File: src/rtl/mem_port_arbiter.sv
// mem_port_arbiter: shares one fixed-latency RAM port between instruction fetch and the memory stage.
// Define MEMARB_PERF_EN to add saturating stall-cycle counters.
module mem_port_arbiter #(
    parameter int ADDR_W       = 32,
    parameter int DATA_W       = 16,
    parameter int MEM_LATENCY  = 2,
    parameter int STARVE_LIMIT = 3
) (
    input  logic              CLK,
    input  logic              Reset,
    input  logic              if_req,
    input  logic [ADDR_W-1:0] if_addr,
    input  logic [1:0]        mem_op,
    input  logic [ADDR_W-1:0] mem_addr,
    input  logic [DATA_W-1:0] mem_wdata,
    input  logic [DATA_W-1:0] ram_rdata,
    output logic              ram_en,
    output logic              ram_we,
    output logic [ADDR_W-1:0] ram_addr,
    output logic [DATA_W-1:0] ram_wdata,
    output logic              if_valid,
    output logic [DATA_W-1:0] if_data,
    output logic              mem_valid,
    output logic [DATA_W-1:0] mem_rdata,
    output logic              stall_fetch,
    output logic              stall_mem,
    output logic              busy
`ifdef MEMARB_PERF_EN
    ,
    output logic [15:0]       fetch_stall_cnt,
    output logic [15:0]       mem_stall_cnt
`endif
);
    typedef enum logic [1:0] {IDLE, ACCESS, WAIT, RESP} state_t;
    localparam logic [3:0] LAT = 4'(MEM_LATENCY - 1);
    localparam logic [3:0] SL  = 4'(STARVE_LIMIT);
    state_t state, state_nx;
    logic [3:0] lat_cnt, starve_cnt;
    logic owner_mem, is_wr, mem_rq, grant_if, grant_mem, done;

    assign mem_rq      = (mem_op == 2'b01) || (mem_op == 2'b10);
    assign stall_fetch = if_req & ~if_valid;
    assign stall_mem   = mem_rq & ~mem_valid;

    // memory stage wins unless fetch has been passed over STARVE_LIMIT times
    always_comb begin
        grant_if  = (state == IDLE) && if_req && (!mem_rq || starve_cnt == SL);
        grant_mem = (state == IDLE) && mem_rq && !grant_if;
        done      = (state == WAIT) && (lat_cnt == 4'd0);
        state_nx  = state;
        case (state)
            IDLE:    state_nx = (grant_if || grant_mem) ? ACCESS : IDLE;
            ACCESS:  state_nx = WAIT;
            WAIT:    state_nx = done ? RESP : WAIT;
            default: state_nx = IDLE;
        endcase
    end

    always_ff @(posedge CLK) begin
        if (Reset) begin
            state      <= IDLE;
            starve_cnt <= '0;
            lat_cnt    <= '0;
            owner_mem  <= 1'b0;
            is_wr      <= 1'b0;
            ram_en     <= 1'b0;
            ram_we     <= 1'b0;
            ram_addr   <= '0;
            ram_wdata  <= '0;
            if_valid   <= 1'b0;
            if_data    <= '0;
            mem_valid  <= 1'b0;
            mem_rdata  <= '0;
            busy       <= 1'b0;
        end else begin
            state     <= state_nx;
            busy      <= state_nx != IDLE;
            ram_en    <= grant_if || grant_mem;
            ram_we    <= grant_mem && (mem_op == 2'b10);
            if_valid  <= done && !owner_mem;
            mem_valid <= done && owner_mem;
            if (state == ACCESS)
                lat_cnt <= LAT;
            else if (state == WAIT)
                lat_cnt <= lat_cnt - 4'd1;
            if (grant_if || grant_mem) begin
                owner_mem  <= grant_mem;
                is_wr      <= grant_mem && (mem_op == 2'b10);
                ram_addr   <= grant_mem ? mem_addr : if_addr;
                ram_wdata  <= mem_wdata;
                starve_cnt <= (grant_mem && if_req) ? ((starve_cnt == SL) ? SL : starve_cnt + 4'd1) : 4'd0;
            end
            if (done && owner_mem && !is_wr)
                mem_rdata <= ram_rdata;
            if (done && !owner_mem)
                if_data <= ram_rdata;
        end
    end

`ifdef MEMARB_PERF_EN
    always_ff @(posedge CLK) begin
        if (Reset) begin
            fetch_stall_cnt <= '0;
            mem_stall_cnt   <= '0;
        end else begin
            if (stall_fetch && fetch_stall_cnt != 16'hFFFF)
                fetch_stall_cnt <= fetch_stall_cnt + 16'd1;
            if (stall_mem && mem_stall_cnt != 16'hFFFF)
                mem_stall_cnt <= mem_stall_cnt + 16'd1;
        end
    end
`endif
endmodule
File: config.mk
export PLATFORM = sky130hd
export DESIGN_NAME = mem_port_arbiter
export DESIGN_NICKNAME = d
export VERILOG_FILES = /design/src/rtl/mem_port_arbiter.sv
export SDC_FILE = /design/constraint.sdc
export NUM_CORES = 1
export LEC_CHECK = 0
export ABC_AREA = 1
export CAP_MARGIN = 10
export CORE_MARGIN = 10
export CORE_UTILIZATION = 39
export CTS_BUF_LIST = sky130_fd_sc_hd__clkbuf_2
export DETAILED_ROUTE_END_ITERATION = 10
export PLACE_DENSITY = 0.74
export SETUP_SLACK_MARGIN = 0.3
export SLEW_MARGIN = 20
export SYNTH_ARGS = -nofsm -noshare
export SYNTH_HDL_FRONTEND = slang
export SYNTH_SLANG_ARGS = --single-unit
File: constraint.sdc
create_clock -name CLK -period 1.5 [get_ports CLK]
set_clock_uncertainty 0.15 [all_clocks]
set_input_delay 0.15 -clock CLK [delete_from_list [all_inputs] [get_ports CLK]]
set_output_delay 0.15 -clock CLK [all_outputs]
set_load 0.01 [all_outputs]
Word level (Yosys, flattened, before mapping). Index checks and enable logic that the tools add are counted.

Logic and storage cells: 56. Bits in registers: 97. Input port bits: 101.

Multiplexer cells: 8. Eq/ne operators: 5. Reductions and logical operators: 22. Bitwise gates (word level): 4. $add $sub $neg: 2.

Operator list (number): 32-bit two-way mux (1); 1-bit logical AND (10); 4-bit two-way mux (2); 2-bit one-hot mux with 3 select lines (1); 4-bit by 1-bit adder with 4-bit output (second input constant) (1); 2-bit by 1-bit == test with 1-bit output (second input constant) (2); 2-bit == test (second input constant) (2); 4-bit by 2-bit == test with 1-bit output (second input constant) (1); 1-bit logical NOT (4); 4-bit logical NOT (1); 1-bit two-way mux (4); 2-bit nonzero test (2); 4-bit by 1-bit subtractor with 4-bit output (second input constant) (1); 1-bit logical OR (3); 1-bit AND (2); 2-bit logical NOT (1); 1-bit NOT (2); 2-bit OR reduction (1).

Logic depth before layout (Yosys ltp).
Word-level depth: 11. Depth in mapped cells: 10. Depth with buffers taken out: 9.

Least setup slack after synthesis. No wires, ideal clock.

Path type: reg2reg. Start point: register state[0]. End point: register if_data[2]. Required time: 1.218 ns. Period minus slack after synthesis: 1.516 ns. Setup slack: -0.016 ns. Stages on the path, launching flop included: 9. Arrival time: 1.234 ns. Cells stage by stage: dfxtp_1 inv_1 ha_1 nand2_2 inv_4 nand3_2 buf_2 nand2_1 a21oi_1.

Word-level cells in the longest chain between the ends: 3.

Ends and longest elaborated chain: start: declaration (line 37) `state_t state, state_nx;`; start signal: assignment (line 76) `state <= state_nx;`; 2-bit == test (line 49) `done = (state == WAIT) && (lat_cnt == 4'd0);`; 1-bit logical AND (line 49); 1-bit logical AND (line 95) `if (done && !owner_mem)`; end signal: assignment (line 96) `if_data <= ram_rdata;`; end: declaration (line 22) `output logic [DATA_W-1:0] if_data,`.

Every way passes these cells. A chain may end at the register's enable or synchronous reset.

Worst setup path after layout.
Start point: register state[0]. End point: register starve_cnt[0].

Word-level cells in the longest chain between the ends: 7. Elaborated cells on any way between the ends: 9. Those cells by class: mux: 1; reduce/logical: 8.

Ends and longest elaborated chain: 2-bit logical NOT (*) (line 47, 48); 1-bit logical AND (2 in a row) (line 47) `grant_if = (state == IDLE) && if_req && (!mem_rq || starve_cnt == SL);`; 1-bit logical NOT (line 48) `grant_mem = (state == IDLE) && mem_rq && !grant_if;`; 1-bit logical AND (line 48); 1-bit logical AND (line 91) `starve_cnt <= (grant_mem && if_req) ? ((starve_cnt == SL) ? SL : starve_cnt + 4'd1) : 4'd0;`; 4-bit two-way mux (line 91); end signal: assignment (line 91); end: declaration (line 38) `logic [3:0] lat_cnt, starve_cnt;`.

Every way passes the cells marked *; elsewhere a longest branch is shown, timed or not.

==> results.toml <==
[grt]
grt_antenna_before_repair = 1
grt_first_pass_wirelength_um = 29000
grt_pass1_vias = 5250
gr-total-overflow = 0
track_usage = 0.228
grt_start_max_net_pins = 33

[clocking]
cts_root_buffer = "clkbuf_2"
numClockSinks = 97
tritoncts = "yes"
cts.clk_slew.worst_paths_ns = 0.27
htreeDepth = 3
cts.path.max_buffers = 2
worstSkewPairLatency_ns = 0.58
cts_inserted_buffers = 9

[floorplanning]
die_width_um = 125
fp.dieArea_um2 = 15500
row_count = 38
io-pin-count = 188
die_y_um = 125
start_util = 0.396
floorplan.core_area_um2 = 10800

[yosys]
synth.yosys.warnings = 0
mappedNetlistArea_um2 = 4270
synth_top_area_cell = "dfxtp_1"
syn-instance-count = 621
ys_ff_latch = 97
synth_cell_type_count = 28
syn_nets = 730
synthDominantCellAreaShare = 0.455
netlist_top_cells_area = "dfxtp_1 45%, nand2_1 19%, inv_1 8.4%, nand3_1 8.2%, nor2_1 4.1%"
post_syn_area_per_cell_um2 = 6.88
ys_seq_area_frac = 0.455

[routing]
ant_nets = 0
vias = 5628
drc = 0
drt-total-wl_um = 21700
avgViaCountPerCell = 5.24
avgRoutedWirePerCell_um = 20.2
dr.first_iter.drc_count = 579
drt_first_pass_iters = 6

[final_layout]
nFillCells = 554
layout.cell_area.non_filler_um2 = 8780
finish.utilization = 0.814
multiInputGateArea_um2 = 2560
final_cell_mix = "158 x nand2_1, 99 x buf_6, 98 x clkdlybuf4s50_1"
layout.cells.most_common = "nand2_1"
syn_to_final_growth_pct = 106
seq_area_um2 = 2070
layout-drive-gt1-share = 0.459
net_count_final = 1037

[setup_path]
required_ns = 1.88
critPathKind = "reg -> reg"
r2r_cells = 10
crit_path_max_incr_delay_ns = 0.39
crit_fanout = 6
cpMaxStageDelayCell = "dfxtp_2"
arrival_ns = 1.99
cp_cell_sequence = "inv_2, ha_4, o21ai_4, buf_6, nand2_4, inv_8, buf_6, buf_16, nand2_2, o21ai_1"
cp_common_cell = "buf_6"
setup.worst_path.end_class = "register"
start_kind = "register"

[timing]
grt_setup_unrepaired = "true"
fin_crit_sh = 1.07
finalSetupViolCount = 77
timing.final.ws_setup_ns = -0.112
timing.final.hold_violations = 19
shortest_clock_period_the_worst_path_allows_after_layout_ns = 1.61
hold_ws_ns = -0.0564
slew_viol_final = 0
relSlewSlack = 0.691
timing.fmax_ghz = 0.620
worstMarginPinSlew_ns = 0.462

[flow_run]
maxCapViolCount = 0

[place]
gp_congestion = 0.818
postPlaceCellArea_um2 = 6520
preCtsSetupSlack_ns = -0.930
io_buffers = 187
place_hpwl_um = 10900

[outcome]
failing_checks = "negative hold slack, negative setup slack"
status = "finished with violations"

[power]
leakagePower_nw = 4.24
peakVddDrop_mv = 0.882
p_per_area_nw_per_um2 = 1380

[hold_path]
hold_depth = 3
worst_hold_path_type = "in -> reg"
-- area by class of cell --
cell class | instances | share of cell area
Timing Repair inverter | 1 | 0.00228
Antenna cell | 1 | 0.000285
Inverter | 100 | 0.0469
Multi-Input combinational cell | 405 | 0.291
Clock buffer | 10 | 0.00570
Timing Repair Buffer | 314 | 0.391
Sequential cell | 97 | 0.236
Tap cell | 140 | 0.0199
Clock inverter | 6 | 0.00670
-- synthesized netlist by cell type, drive strengths merged --
| cell | n |
|---|---|
| nand4 | 18 |
| o21ai | 3 |
| a211oi | 1 |
| buf | 25 |
| o22ai | 1 |
| clkbuf | 6 |
| nand3b | 1 |
| a31oi | 1 |
| ha | 8 |
| nand2 | 216 |
| nand3 | 72 |
| xnor2 | 1 |
| inv | 100 |
| dfxtp | 97 |
| nor3 | 2 |
| a21oi | 20 |
| nor2 | 49 |
-- metrics by stage --
step / cells / setup TNS, ns / total power, mW
after floorplan: 621 / 0 / 5.76
after global placement: 940 / -50.89 / 7.59
after detailed placement: 940 / -52.09 / 7.71
after CTS: 1031 / -0.554 / 10.7
after global routing: 1074 / -7.69 / 12.6
final: 1074 / -3.57 / 12.1
-- layer usage --
layer	routed length, um	GRT usage	share of wire	vias up
met2	11200	0.408	0.52	324
met4	1140	0.108	0.052	0
met1	7750	0.254	0.36	2678
met3	1520	0.0447	0.070	90
met5	0	0	0	-
li1	-	-	-	2536
-- cell families (layout without fill, tap and decap cells) --
group	count (synthesis)	in the layout	share of synthesized area
buffers and inverters	131	431	0.130
XOR/XNOR	1	1	0.00205
adder cells (fa/ha/maj)	8	8	0.0234
other	0	1	0
flip-flops	97	97	0.455
AND/OR/NAND/NOR	358	370	0.357
AO/OA/AOI/OAI	26	26	0.0325
-- registers in the layout, summed over array words and instances (netlist names) --
signal / flops
ram_addr: 32
ram_en: 1
ram_we: 1
is_wr: 1
mem_valid: 1
state: 2
lat_cnt: 4
mem_rdata: 16
if_data: 16
if_valid: 1
busy: 1
owner_mem: 1
ram_wdata: 16
starve_cnt: 4
-- final timing paths --
kind	slack [ns]	from	to
setup / recovery	-0.11	state[0]	starve_cnt[0]
hold / removal	-0.06	Reset	state[0]
setup reg to reg	-0.11	state[0]	starve_cnt[0]
hold reg to reg	0.33	ram_addr[23]	ram_addr[23]
-- critical path, delay by kind of cell (launching register included) --
kind,cells,cell delay [ns]
buffers and inverters,5,0.54
flip-flops,1,0.39
AO/OA/AOI/OAI,2,0.18
adder cells (fa/ha/maj),1,0.16
AND/OR/NAND/NOR,2,0.13
-- power breakdown --
group	internal (mW)	switching, mW
Sequential	3.31	0.525
Combinational	3.51	3.45
Clock	0.379	0.931
-- what timing repair did --
action / in CTS / in global routing
endpoints found under the hold margin: 37 / 13
pin swaps: 25 / 33
endpoints found under the setup margin: 183 / 182
buffers inserted: 27 / 32
hold buffers: 31 / 3
gates cloned: 17 / 7
resized for setup: 604 / 120
Power figures use the tool's default switching activity.
